### src/rtl/rt_dma_pkg.sv
// ----------------------------------------------------------------------------
// rt_dma_pkg
//   Shared types and constants for the RT frame sequencer.
//   - rt_state_e : sequencer states (IDLE, HDR, STREAM, CSUM, DONE)
//   - HDR_MAGIC  : default header marker byte
//   - CSUM_EN    : 1 when the build includes the checksum trailer
//   - frame_len  : number of FIFO writes making up one frame
//   Build macro: RT_FRAME_CHECKSUM_EN (adds the checksum trailer word).
// ----------------------------------------------------------------------------
package rt_dma_pkg;

    typedef enum logic [2:0] {
        IDLE   = 3'd0,
        HDR    = 3'd1,
        STREAM = 3'd2,
        CSUM   = 3'd3,
        DONE   = 3'd4
    } rt_state_e;

    localparam logic [7:0] HDR_MAGIC = 8'hA5;

`ifdef RT_FRAME_CHECKSUM_EN
    localparam bit CSUM_EN = 1'b1;
`else
    localparam bit CSUM_EN = 1'b0;
`endif

    // Header + payload, plus one trailer word when the checksum is built in.
    function automatic int unsigned frame_len(input int unsigned n, input bit csum);
        return n + 32'd1 + (csum ? 32'd1 : 32'd0);
    endfunction

endpackage

### src/rtl/rt_frame_checksum.sv
// ----------------------------------------------------------------------------
// rt_frame_checksum
//   Modulo-2^DATA_W running sum of the words of one frame.
//   Build macro: RT_FRAME_CHECKSUM_EN (only instantiated when defined).
// Ports
//   clk        in   1       rising-edge clock
//   rst_n      in   1       asynchronous active-low reset
//   clear      in   1       restart the sum; combined with accumulate the
//                           sum restarts at din
//   accumulate in   1       add din into the sum this cycle
//   din        in   DATA_W  word to add
//   result     out  DATA_W  current sum
// ----------------------------------------------------------------------------
module rt_frame_checksum #(
    parameter int unsigned DATA_W = 32
) (
    input  logic              clk,
    input  logic              rst_n,
    input  logic              clear,
    input  logic              accumulate,
    input  logic [DATA_W-1:0] din,
    output logic [DATA_W-1:0] result
);

    logic [DATA_W-1:0] acc_q;
    logic [DATA_W-1:0] acc_d;
    logic [DATA_W-1:0] base;

    always_comb begin
        base  = clear ? '0 : acc_q;
        acc_d = accumulate ? (base + din) : base;
    end

    always_ff @(posedge clk or negedge rst_n) begin
        if (!rst_n) begin
            acc_q <= '0;
        end else begin
            acc_q <= acc_d;
        end
    end

    assign result = acc_q;

endmodule

### src/rtl/rt_dma_frame_sequencer.sv
// ----------------------------------------------------------------------------
// rt_dma_frame_sequencer
//   Per RT-cycle tick, streams one frame (header, N_WORDS payload words and,
//   optionally, a checksum trailer) from the RT word bank into the PCIe DMA
//   FIFO. A frame is only started when the FIFO already has room for all of
//   it, so once started it is written with no gaps.
//   Build macro: RT_FRAME_CHECKSUM_EN (appends a modulo-2^32 checksum word).
//
// Ports
//   processing_clock in   1       clock, rising edge
//   PCIe_trn_rst_n   in   1       asynchronous active-low reset
//   rt_cycle_tick    in   1       one-cycle frame request
//   enable           in   1       0 = ticks ignored entirely
//   clear_status     in   1       clears drop_count and overrun
//   fifo_free_words  in   16      free FIFO entries
//   word_sel         out  SEL_W   payload index into the word bank
//   word_data        in   DATA_W  bank data, one cycle after word_sel
//   PCIe_rd_en       out  1       FIFO write strike
//   PCIe_rd_data     out  DATA_W  FIFO write data
//   busy             out  1       frame in progress
//   frame_count      out  32      completed frames (wraps)
//   drop_count       out  16      rejected ticks (saturates)
//   overrun          out  1       sticky: tick arrived while busy
//
// State  | meaning
// -------+---------------------------------------------------------------
// IDLE   | waiting for an accepted tick
// HDR    | word_sel=0 presented, header registered onto the FIFO port
// STREAM | one payload word registered per cycle, word_sel running ahead
// CSUM   | checksum trailer registered (checksum build only)
// DONE   | strikes end, frame_count advances
// ----------------------------------------------------------------------------
module rt_dma_frame_sequencer
    import rt_dma_pkg::*;
#(
    parameter int unsigned N_WORDS   = 42,
    parameter int unsigned DATA_W    = 32,
    parameter int unsigned SEL_W     = 6,
    parameter logic [7:0]  HDR_MAGIC = rt_dma_pkg::HDR_MAGIC
) (
    input  logic              processing_clock,
    input  logic              PCIe_trn_rst_n,
    input  logic              rt_cycle_tick,
    input  logic              enable,
    input  logic              clear_status,
    input  logic [15:0]       fifo_free_words,
    output logic [SEL_W-1:0]  word_sel,
    input  logic [DATA_W-1:0] word_data,
    output logic              PCIe_rd_en,
    output logic [DATA_W-1:0] PCIe_rd_data,
    output logic              busy,
    output logic [31:0]       frame_count,
    output logic [15:0]       drop_count,
    output logic              overrun
);

    localparam int unsigned     FRAME_LEN   = frame_len(N_WORDS, CSUM_EN);
    localparam logic [15:0]     FRAME_LEN_W = 16'(FRAME_LEN);
    localparam logic [SEL_W-1:0] SEL_LAST   = SEL_W'(N_WORDS - 1);
    localparam logic [SEL_W-1:0] SEL_FIRST  = (N_WORDS > 1) ? SEL_W'(1) : '0;
    localparam logic [7:0]      N_WORDS_B   = 8'(N_WORDS);

    rt_state_e         state_q, state_d;
    logic [SEL_W-1:0]  word_sel_q, word_sel_d;
    logic              rd_en_q, rd_en_d;
    logic [DATA_W-1:0] rd_data_q, rd_data_d;
    logic [7:0]        remain_q, remain_d;
    logic [31:0]       frame_count_q, frame_count_d;
    logic [15:0]       drop_count_q, drop_count_d;
    logic              overrun_q, overrun_d;

    logic              tick_live;
    logic              accept;
    logic              drop_evt;
    logic              overrun_evt;
    logic [DATA_W-1:0] header;

    // The header carries the count of the frame being sent, i.e. frames
    // completed so far.
    assign header = DATA_W'({HDR_MAGIC, N_WORDS_B, frame_count_q[15:0]});

`ifdef RT_FRAME_CHECKSUM_EN
    logic              csum_clear;
    logic              csum_acc;
    logic [DATA_W-1:0] csum_din;
    logic [DATA_W-1:0] csum_result;

    // Sum restarts with the header, then collects each payload word as it
    // is registered; by CSUM the result covers the whole frame.
    assign csum_clear = (state_q == HDR);
    assign csum_acc   = (state_q == HDR) || (state_q == STREAM);
    assign csum_din   = csum_clear ? header : word_data;

    rt_frame_checksum #(
        .DATA_W (DATA_W)
    ) u_checksum (
        .clk        (processing_clock),
        .rst_n      (PCIe_trn_rst_n),
        .clear      (csum_clear),
        .accumulate (csum_acc),
        .din        (csum_din),
        .result     (csum_result)
    );
`endif

    // ------------------------------------------------------------------
    // State and output registers
    // ------------------------------------------------------------------
    always_ff @(posedge processing_clock or negedge PCIe_trn_rst_n) begin
        if (!PCIe_trn_rst_n) begin
            state_q       <= IDLE;
            word_sel_q    <= '0;
            rd_en_q       <= 1'b0;
            rd_data_q     <= '0;
            remain_q      <= '0;
            frame_count_q <= '0;
            drop_count_q  <= '0;
            overrun_q     <= 1'b0;
        end else begin
            state_q       <= state_d;
            word_sel_q    <= word_sel_d;
            rd_en_q       <= rd_en_d;
            rd_data_q     <= rd_data_d;
            remain_q      <= remain_d;
            frame_count_q <= frame_count_d;
            drop_count_q  <= drop_count_d;
            overrun_q     <= overrun_d;
        end
    end

    // ------------------------------------------------------------------
    // Next-state and datapath
    // ------------------------------------------------------------------
    always_comb begin
        tick_live   = rt_cycle_tick & enable;
        accept      = tick_live && (state_q == IDLE) && (fifo_free_words >= FRAME_LEN_W);
        overrun_evt = tick_live && (state_q != IDLE);
        drop_evt    = tick_live && !accept;

        state_d       = state_q;
        word_sel_d    = '0;
        rd_en_d       = 1'b0;
        rd_data_d     = '0;
        remain_d      = remain_q;
        frame_count_d = frame_count_q;

        unique case (state_q)
            IDLE: begin
                if (accept) begin
                    state_d = HDR;
                end
            end
            HDR: begin
                rd_en_d    = 1'b1;
                rd_data_d  = header;
                word_sel_d = SEL_FIRST;
                remain_d   = N_WORDS_B;
                state_d    = STREAM;
            end
            STREAM: begin
                // word_sel runs one ahead of the captured word because the
                // bank answers a cycle later; it parks at 0 once the last
                // index has been issued.
                rd_en_d   = 1'b1;
                rd_data_d = word_data;
                remain_d  = remain_q - 8'd1;
                if ((word_sel_q != '0) && (word_sel_q != SEL_LAST)) begin
                    word_sel_d = word_sel_q + 1'b1;
                end
                if (remain_q == 8'd1) begin
`ifdef RT_FRAME_CHECKSUM_EN
                    state_d = CSUM;
`else
                    state_d = DONE;
`endif
                end
            end
            CSUM: begin
`ifdef RT_FRAME_CHECKSUM_EN
                rd_en_d   = 1'b1;
                rd_data_d = csum_result;
`endif
                state_d = DONE;
            end
            DONE: begin
                frame_count_d = frame_count_q + 32'd1;
                state_d       = IDLE;
            end
            default: begin
                state_d = IDLE;
            end
        endcase

        // A clear in the same cycle as a drop wins.
        if (clear_status) begin
            drop_count_d = '0;
            overrun_d    = 1'b0;
        end else begin
            drop_count_d = drop_count_q;
            if (drop_evt && (drop_count_q != 16'hFFFF)) begin
                drop_count_d = drop_count_q + 16'd1;
            end
            overrun_d = overrun_q | overrun_evt;
        end
    end

    // ------------------------------------------------------------------
    // Outputs
    // ------------------------------------------------------------------
    always_comb begin
        busy         = (state_q != IDLE);
        word_sel     = word_sel_q;
        PCIe_rd_en   = rd_en_q;
        PCIe_rd_data = rd_data_q;
        frame_count  = frame_count_q;
        drop_count   = drop_count_q;
        overrun      = overrun_q;
    end

endmodule

### config.mk
export PLATFORM = sky130hd
export DESIGN_NAME = rt_dma_frame_sequencer
export DESIGN_NICKNAME = d
export VERILOG_FILES = /design/src/rtl/rt_dma_pkg.sv /design/src/rtl/rt_frame_checksum.sv /design/src/rtl/rt_dma_frame_sequencer.sv
export SDC_FILE = /design/constraint.sdc
export NUM_CORES = 1
export LEC_CHECK = 0
export ABC_AREA = 1
export BUFFER_PORTS_ARGS = -buffer_cell sky130_fd_sc_hd__buf_4
export CAP_MARGIN = 5
export CORE_MARGIN = 2
export CORE_UTILIZATION = 53
export DETAILED_ROUTE_END_ITERATION = 7
export PLACE_DENSITY = 0.81
export SYNTH_ARGS = -nofsm -noshare
export SYNTH_HDL_FRONTEND = slang
export SYNTH_HIERARCHICAL = 1
export SYNTH_SLANG_ARGS = --single-unit
export TNS_END_PERCENT = 5
### constraint.sdc
create_clock -name processing_clock -period 2 [get_ports processing_clock]
set_input_delay 0.1 -clock processing_clock [delete_from_list [all_inputs] [get_ports processing_clock]]
set_output_delay 0.1 -clock processing_clock [all_outputs]
set_load 0.02 [all_outputs]
==> metrics.md, run 1 <==
| Metric | Value |
|---|---|
| Top cell type's share of synthesized area | 47.6% |
| Number of DRC markers in iteration 0 | 298 |
| Proportion of layout cells with a drive suffix above 1 | 20.5% |
| Largest net degree at the start of global routing | 46 |
| Syn_nets | 748 |
| WP data required | 2.31 ns |
| WL final | 15.1 mm |
| Vias | 5,288 |
| H-tree depth | 3 |
| Buffers on Ports | 141 |
| Multiplexer share of the synthesized area | 0% |
| Core area | 0.00964 mm^2 |
| Relative max-transition margin | 63.6% |
| Number of synthesized register bits | 99 |
| Io pins | 142 |
| Grt total ovfl | 0 |
| TritonCTS clock tree | built |
| HP Class | in -> reg |
| Number of global-route vias before repair | 5,033 |
| Seq/Total Area, Yosys | 47.6% |
| Initial antenna violation count | 1 |
| Final setup violation count | 0 |
| Worst-path maximum fanout | 17 |
| Worst-path cell chain | ha_1 -> nand2_2 -> nor2_4 -> nand4_1 -> nand2_1 -> inv_2 -> nand2_4 -> nand3_1 -> nand2_1 |
| Max-slew violations | 0 |
| Synthesis-to-finish area growth | 34.5% |
| Maxcap violations | 0 |
| Status | finished clean |
| Syn Inst Count | 688 |
| Die width | 103 um |
| Startpoint types | flip-flop |
| Initial core utilization | 54.0% |
| Synth Area in Compound Gates | 3.41% |
| Largest cells by area after synthesis | dfrtp_1 (48%), nand2_1 (16%), nor2_1 (6.9%), inv_1 (5.7%), nand3_1 (4.3%) |
| Post-Synth Simple-Gate Area | 35.8% |
| Final Hold Fails | 0 |
| Final Power | 6.03 mW |
| Post-synthesis cell area | 0.00521 mm^2 |
| Worst path arrival time | 2.10 ns |
| Leading area contributor after synthesis | dfrtp_1 |
| PwrDens | 861 mW/mm^2 |
| Setup tns final | 0 ns |
| DRC viols | 0 |
| RSZ-0062 raised after global routing | false |
| GR Layer Usage met1 | 36.9% |
| WL/cell | 15.0 um |
| DPL Wire Length | 10.2 mm |
| Met2 usage | 50.8% |
| CTS Root Cell | clkbuf_8 |
| Global routing's busiest layer | met2 |
| Synth Area in Adders | 1.68% |
| Synth cell types | 30 |
| Peak VDD IR | 0.000519 V |
| CTS Buf Count | 9 |
| GR Layer Usage met3 | 3.59% |
| Final period util | 89.3% |
| Mapped Avg Cell Area | 7.57 um^2 |
| Slowest CP cell | dfrtp_1 |
| GR Util All Layers | 29.2% |
| Fin nets | 928 |
| CP Capture Type | flip-flop |
| Max frequency | 0.560 GHz |
| Least-Margin Pin Slew | 0.542 ns |
| Routed Antenna Nets | 0 |
| Synth Area in XOR/XNOR | 4.37% |
| Largest family of logic cells by synthesized area | simple AND/OR/NAND/NOR gates |
| DR pass1 iterations | 6 |
| Worst-path clk slew | 0.10 ns |
| Kind of critical path | reg -> reg |
| Clk_lat worst skew | 0.38 ns |
| Static Leak | 3.64 nW |
| First-pass GRT wire length | 24.0 mm |
| Die area | 0.0106 mm^2 |
| Crit-path most repeated cell | nand2_1 |
| Fin crit period | 1.79 ns |
| Cell Rows | 36 |
| Slowest cell delay on critical path | 0.47 ns |
| Gpl congestion | 0.896 |
| Synth Warn # | 6 |
| Vias/cell | 5.26 |
| CTS Buffer Depth | 2 |
| TritonCTS Sinks | 99 |
| Die height | 103 um |
| Final Skew | 0.0176 ns |
## flip-flops by register name, summed over array words and instances, names as in the netlist
signal / flops
PCIe_rd_data: 32
frame_count: 32
drop_count: 16
remain_q: 8
word_sel: 6
state_q: 3
PCIe_rd_en: 1
overrun: 1
## per-stage QoR
| step | cells | hold slack [ns] | util [%] | worst slack, ns | instance area, um^2 |
|---|---|---|---|---|---|
| finish | 1006 | 0.0216 | 72.7 | 0.215 | 7000 |
| global route | 1006 | 0.0151 | 72.7 | 0.0309 | 7000 |
| CTS | 1005 | 0.00838 | 72.6 | 0.226 | 7000 |
| detailed placement | 957 | 0.0513 | 66.9 | 0.255 | 6450 |
| global placement | 957 | 0.0406 | 66.9 | 0.329 | 6450 |
| floorplan | 688 | -0.196 | - | 0.362 | 5210 |
## cells by family after synthesis
kind of cell    Yosys count
simple gates            426
flops                    99
buf+inv                  96
compound gates           34
xor+xnor                 26
fa+ha+maj                 7
## path summary, 6_finish.rpt
check	startpoint	to	slack, ns	cells after the start
setup / recovery	drop_count[0]$_DFFE_PN0P_	drop_count[2]$_DFFE_PN0P_	0.21	9
hold / removal	word_data[0]	PCIe_rd_data[0]$_DFF_PN0_	0.02	3
setup reg to reg	drop_count[0]$_DFFE_PN0P_	drop_count[2]$_DFFE_PN0P_	0.21	9
hold reg to reg	overrun$_DFF_PN0_	overrun$_DFF_PN0_	0.53	2
max in group asynchronous	PCIe_trn_rst_n	frame_count[31]$_DFFE_PN0N_	1.05	3
min in group asynchronous	PCIe_trn_rst_n	PCIe_rd_data[17]$_DFF_PN0_	0.19	2
## critical path: cells and delay by family (launching register included)
family	cells	cell delay (ns)
fa+ha+maj	1	0.25
buf+inv	1	0.14
flops	1	0.47
simple gates	7	0.85
## timing repair
action,in CTS,in global routing
gates resized for setup,0,0
hold endpoints to repair,58,0
setup buffers,0,0
setup endpoints to repair,0,0
hold buffers,33,0
## cell usage in the layout, fill, tap and decap left out, types with 2 or more instances in the layout
cell type and n:
a21o_1 2, a21oi_1 5, buf_4 150, bufinv_16 2, clkbuf_8 9, dfrtp_1 99, dlygate4sd3_1 33, ha_1 7
inv_1 79, inv_8 2, nand2_1 227, nand2_2 3, nand3_1 45, nand3_2 3, nand3b_1 9, nand4_1 27
nor2_1 96, nor3_1 8, nor3b_1 2, o21ai_0 26, xnor2_1 7, xor2_1 19
## cells in the mapped netlist (all sizes together)
cell    count
nand2     231
dfrtp      99
nor2       98
inv        80
nand3      49
nand4      27
o21ai      26
xor2       19
nand3b      9
nor3        9
buf         8
clkbuf      7
ha          7
xnor2       7
a21oi       5
a21o        2
nor3b       2
clkinv      1
nor4        1
o21bai      1
## cell type report
type	count	area [um^2]
fillers	764	2640
flip-flops and latches	99	2480
multi-input cells	493	2350
well taps	133	166
inverters	81	304
clock inverters	6	98.8
clock buffers	9	124
repair buffers	184	1480
diodes	1	2.50
## per-layer routing
layer  vias up  share of wire, %
li1       2517                 -
met1      2486                40
met2       245                51
met3        40               5.8
met4         0               2.6
met5         -                 0
## report_power, final
part / switching [mW] / internal, mW
sequential: 0.228 / 2.33
clock: 0.773 / 0.718
combinational: 1.26 / 0.720
total: 2.26 / 3.77
Power figures use the tool's default switching activity.
==> run 2, diff against run 1 <==
- CORE_UTILIZATION: 53 -> 55
- CTS_BUF_LIST: default -> sky130_fd_sc_hd__clkbuf_8
- PLACE_DENSITY: 0.81 -> 0.83
==> run 2 against run 1 <==
Effect of this change:
- sequential share of layout area grew 0.095 points
- clock-buffer cell count is the same
- power decreased by 1.5%
- die area fell by 3.5%
- sequential power is essentially flat
- hold slack improved by 0.14 ns
- critical path depth did not move
- non-clock buffer count is 1 higher
- core utilization rose by 3.3 points
- largest cell class unchanged
- flip-flop and latch count unchanged
- wire length decreased by 4.1%
==> metrics.md, run 2 (synthesis gave the netlist of run 1 again) <==
| Metric | Value |
|---|---|
| GR Util All Layers | 29.0% |
| Final Skew | 0.0167 ns |
| DR pass1 iterations | 5 |
| Post-CTS Setup Inserts | 0 |
| RR Endpoint | drop_count[5]$_DFFE_PN0P_ |
| Gpl congestion | 0.966 |
| Grt total ovfl | 0 |
| Vias/cell | 5.35 |
| Slowest CP cell | dfrtp_1 |
| Die width | 101 um |
| Startpoint types | flip-flop |
| Relative max-transition margin | 63.7% |
| Least-Margin Pin Slew | 0.544 ns |
| Peak VDD IR | 0.000565 V |
| H-tree depth | 3 |
| Initial core utilization | 56.6% |
| Number of DRC markers in iteration 0 | 286 |
| RSZ-0062 raised after global routing | false |
| Final Hold Fails | 0 |
| Largest net degree at the start of global routing | 42 |
| Worst hold start | rt_cycle_tick |
| Post-cts resize count | 0 |
| Worst-path maximum fanout | 17 |
| CP Capture Type | flip-flop |
| Worst Hold Margin | 0.160 ns |
| Initial antenna violation count | 0 |
| PwrDens | 850 mW/mm^2 |
| WL/cell | 14.7 um |
| TritonCTS Sinks | 99 |
| Fin crit period | 1.78 ns |
| Worst r2r path cells | 9 |
| Most common cell after layout, fill and taps aside | nand2_1 |
| Max frequency | 0.562 GHz |
| CTS Buf Count | 9 |
| Clk_lat worst skew | 0.38 ns |
| First-pass GRT wire length | 23.5 mm |
| Routed Antenna Nets | 0 |
| Status | finished clean |
| DRC viols | 0 |
| Maxcap violations | 0 |
| Crit-path most repeated cell | nand2_1 |
| Worst hold path cell count | 5 |
| Kind of critical path | reg -> reg |
| Final period util | 89.0% |
| Number of global-route vias before repair | 4,999 |
| Number of antenna diodes | 0 |
| Worst-path cell chain | ha_1 -> nand2_2 -> nor2_4 -> nand4_1 -> nand2_1 -> inv_2 -> nand2_4 -> nand3_1 -> nand2_1 |
| Buffers on Ports | 141 |
| Vias | 5,270 |
| Dpl ws | 0.266 ns |
| Worst-path clk slew | 0.11 ns |
| Die height | 101 um |
| Worst path arrival time | 2.05 ns |
| FF-to-FF Start | drop_count[0]$_DFFE_PN0P_ |
| Die area | 0.0103 mm^2 |
| Fin nets | 929 |
| R2r setup slk | 0.22 ns |
| Synthesis-to-finish area growth | 34.1% |
| HP Class | in -> reg |
| Slowest cell delay on critical path | 0.46 ns |
| Io pins | 142 |
| WL final | 14.5 mm |
| Proportion of layout cells with a drive suffix above 1 | 20.6% |
| CTS Buffer Depth | 2 |
| WP data required | 2.26 ns |
| Static Leak | 3.65 nW |
| Setup WS post-layout | 0.219 ns |
| Core area | 0.00920 mm^2 |
| DPL Wire Length | 9.92 mm |
| CTS Root Cell | clkbuf_8 |
| Final setup violation count | 0 |
| Hold EP | overrun$_DFF_PN0_ |
| TritonCTS clock tree | built |
| Setup tns final | 0 ns |
| Commonest non-fill, non-tap cells in the layout | nand2_1 (227), buf_4 (150), dfrtp_1 (99) |
| Max-slew violations | 0 |
| Cell Rows | 35 |
## run 2: power by group
| group | switching, mW | total (mW) | internal, mW |
|---|---|---|---|
| Clock | 0.821 | 1.45 | 0.629 |
| Combinational | 1.22 | 1.93 | 0.716 |
| Sequential | 0.224 | 2.55 | 2.33 |
| Total | 2.26 | 5.94 | 3.67 |
## run 2: worst max-delay path, delay by kind of cell (launching register included)
kind	cells	cell delay (ns)
adders and majority gates	1	0.28
buffers and inverters	1	0.26
DFF	1	0.46
and+or+nand+nor	7	0.68
## run 2: area by class of cell
cell class	count	area (um^2)
sequential	99	2480
multi-input combinational	493	2350
fill	638	2210
timing repair buffer	185	1490
inverter	81	304
tap	111	139
clock buffer	9	124
clock inverter	7	100
## run 2: worst max-delay path by stage
stage / cells after the start / from / slack [ns] / to
finish: 9 / drop_count[0]$_DFFE_PN0P_ / 0.22 / drop_count[5]$_DFFE_PN0P_
global route: 9 / drop_count[0]$_DFFE_PN0P_ / 0.06 / drop_count[5]$_DFFE_PN0P_
CTS: 9 / drop_count[0]$_DFFE_PN0P_ / 0.24 / drop_count[5]$_DFFE_PN0P_
detailed placement: 9 / drop_count[0]$_DFFE_PN0P_ / 0.27 / drop_count[5]$_DFFE_PN0P_
global placement: 7 / frame_count[0]$_DFFE_PN0N_ / 0.31 / frame_count[16]$_DFFE_PN0N_
floorplan: 9 / drop_count[0]$_DFFE_PN0P_ / 0.36 / drop_count[10]$_DFFE_PN0P_
## run 2: timing repair
item                                   4_1_cts  5_1_grt
endpoints found under the hold margin       71        0
setup endpoints to repair                    0        0
hold buffers                                34        0
## run 2: per-stage QoR
step                std cells  util, %  power [mW]  cell area [um^2]
global placement          935     69.8        4.36              6420
global route              985     76.0        6.25              6990
floorplan                 688        -        3.60              5210
finish                    985     76.0        5.94              6990
detailed placement        935     69.8        4.43              6420
CTS                       985     76.0        5.91              6990
## run 2: layer usage
layer	global-route usage, %	up-vias	wire length, um
met2	49.9	228	7100
met4	11.2	0	429
met1	37.6	2480	6070
met3	3.86	44	898
met5	0	-	0
li1	-	2518	-
==> run 3, diff against run 2 <==
- ABC_AREA: 1 -> default
- CORE_UTILIZATION: 55 -> 52
- PLACE_DENSITY: 0.83 -> 0.82
==> run 3 against run 2 <==
Effect of this change:
- power decreased by 7.0%
- combinational power down 7%
- first-iteration DRC count down 47%
- sequential share of layout area rose by 4.1 points
- clock-buffer cell count unchanged
==> metrics.md, run 3 <==
| Metric | Value |
|---|---|
| Sw frac | 35.5% |
| First-pass GRT wire length | 19.6 mm |
| Sequential share of power | 45.6% |
| WP data required | 2.24 ns |
| Ys flop type | dfrtp_1 |
| Number of DRC markers in iteration 0 | 151 |
| Number of global-route vias before repair | 4,074 |
| Syn_nets | 452 |
| Post-synthesis cell area | 0.00437 mm^2 |
| WL/cell | 17.5 um |
| H-tree depth | 3 |
| Max frequency | 0.515 GHz |
| Grt total ovfl | 0 |
| Die width | 95.7 um |
| Mapped Avg Cell Area | 11.1 um^2 |
| Final Hold Fails | 0 |
| Seq/Total Area, Yosys | 56.7% |
| Initial core utilization | 53.4% |
| DR pass1 iterations | 4 |
| Final Power | 5.52 mW |
| RSZ-0062 raised after global routing | true |
| CTS Buffer Depth | 2 |
| TritonCTS clock tree | built |
| Final setup violation count | 0 |
| Static Leak | 3.14 nW |
| Clock share of power | 22.0% |
| WL final | 12.3 mm |
| Max-slew violations | 0 |
| Relative max-transition margin | 63.1% |
| NetSw | 1.96 mW |
| Worst Hold Margin | 0.0628 ns |
| Cell Rows | 33 |
| Final period util | 97.2% |
| GR Util All Layers | 27.8% |
| Largest net degree at the start of global routing | 44 |
| Io pins | 142 |
| Worst path arrival time | 2.18 ns |
| Gate power share | 32.3% |
| Most common cell in the synthesized netlist | dfrtp_1 |
| Most common cell after layout, fill and taps aside | buf_4 |
| Vias/cell | 5.56 |
| CP Capture Type | flip-flop |
| Worst-path clk slew | 0.10 ns |
| Top cell type's share of synthesized area | 56.7% |
| Reg area | 0.00248 mm^2 |
| Async set or reset register ratio after synthesis | 100% |
| Vias | 3,899 |
| Fillers | 549 |
| Initial antenna violation count | 0 |
| Setup tns final | 0 ns |
| Status | finished clean |
| CTS Buf Count | 9 |
| Synthesis-to-finish area growth | 43.6% |
| Proportion of layout cells with a drive suffix above 1 | 34.1% |
| Core area | 0.00818 mm^2 |
| Synth cell types | 53 |
| Peak VDD IR | 0.000759 V |
| Fin nets | 651 |
| Worst-path maximum fanout | 8 |
| Startpoint types | flip-flop |
| Leading area contributor after synthesis | dfrtp_1 |
| Clk_lat worst skew | 0.36 ns |
| PwrDens | 880 mW/mm^2 |
| Number of synthesized flops with an enable pin | 0 |
| Synth top cells by count | dfrtp_1 (99), nand2_1 (37), nor2_1 (25) |
| Least-Margin Pin Slew | 0.549 ns |
| Final Skew | 0.0164 ns |
| Number of synthesized register bits | 99 |
| Synth Warn # | 6 |
| Fin crit period | 1.94 ns |
| Multi-input gate area | 0.00183 mm^2 |
| Kind of critical path | reg -> reg |
| CTS Root Cell | clkbuf_8 |
| Maxcap violations | 0 |
| Largest cells by area after synthesis | dfrtp_1 (57%), xnor2_1 (3.6%), xor2_1 (3.4%), nand2_1 (3.2%), a22o_1 (3.0%) |
| Die area | 0.00915 mm^2 |
| Commonest non-fill, non-tap cells in the layout | buf_4 (167), dfrtp_1 (97), nand2_1 (37) |
| HP Class | in -> reg |
| Number of antenna diodes | 0 |
| Buffers on Ports | 141 |
| DRC viols | 0 |
| Gpl congestion | 0.834 |
| DPL Wire Length | 8.13 mm |
| Power Internal | 3.56 mW |
| Syn Inst Count | 392 |
| TritonCTS Sinks | 99 |
| Die height | 95.7 um |
| Routed Antenna Nets | 0 |
run 3: kinds of logic after synthesis:
kind of cell / after synthesis / synth area share, %
simple gates: 166 / 21.5
flops: 99 / 56.7
compound gates: 56 / 8.88
xor+xnor: 35 / 7.02
buf+inv: 23 / 2.32
fa+ha+maj: 7 / 2.01
mux: 6 / 1.52
run 3: worst max-delay path, cell delays in order, from the launching register on:
cell and delay, ns:
dfrtp_2 0.40, ha_2 0.22, nand4_1 0.10, or4_4 0.56, nand3_4 0.14, nor4_1 0.09, mux2_1 0.33
run 3: final timing paths:
path,cells past startpoint,to,startpoint,slack (ns)
worst max-delay path,6,drop_count[11]$_DFFE_PN0P_,drop_count[1]$_DFFE_PN0P_,0.06
max in group asynchronous,3,PCIe_rd_data[19]$_DFF_PN0_,PCIe_trn_rst_n,1.09
worst min-delay path,2,drop_count[13]$_DFFE_PN0P_,clear_status,0.06
worst max register to register,6,drop_count[11]$_DFFE_PN0P_,drop_count[1]$_DFFE_PN0P_,0.06
worst min register to register,1,frame_count[19]$_DFFE_PN0N_,frame_count[19]$_DFFE_PN0N_,0.50
min in group asynchronous,2,overrun$_DFF_PN0_,PCIe_trn_rst_n,0.27
run 3: power groups by stage:
stage	clock network (mW)	registers (mW)	logic, mW
6_report	1.22	2.52	1.79
5_1_grt	1.33	2.56	1.93
4_1_cts	1.23	2.50	1.76
3_5_place_dp	0	2.54	1.70
3_3_place_gp	0	2.52	1.66
2_1_floorplan	0	2.83	0.583
run 3: area by class of cell:
cell class	instances	area share (%)
Timing Repair Buffer	202	25.7
Multi-Input combinational cell	270	29.2
Sequential cell	99	39.5
Inverter	9	0.538
Clock buffer	9	1.97
Clock inverter	7	0.897
Tap cell	105	2.09
run 3: metrics by stage:
stage / setup WS [ns] / cell area (um^2) / std cells / utilization (%)
finish: 0.0568 / 6270 / 701 / 76.7
global route: -0.0122 / 6270 / 701 / 76.7
CTS: 0.0156 / 6240 / 700 / 76.3
detailed placement: -0.146 / 5730 / 651 / 70.0
global placement: 0.0443 / 5730 / 651 / 70.0
floorplan: 0.00417 / 4380 / 392 / -
run 3: layer usage:
layer	up-vias	global-route usage, %	share of wire (%)
met5	-	0	0
met4	0	10.0	2.1
met3	20	5.85	6.0
met2	142	48.7	52
met1	1938	33.9	40
li1	1799	-	-
run 3: repair_timing:
action | 4_1_cts | 5_1_grt
hold buffers | 33 | 0
resized for setup | 0 | 6
buffers inserted | 0 | 1
hold endpoints to repair | 71 | 0
endpoints found under the setup margin | 0 | 21
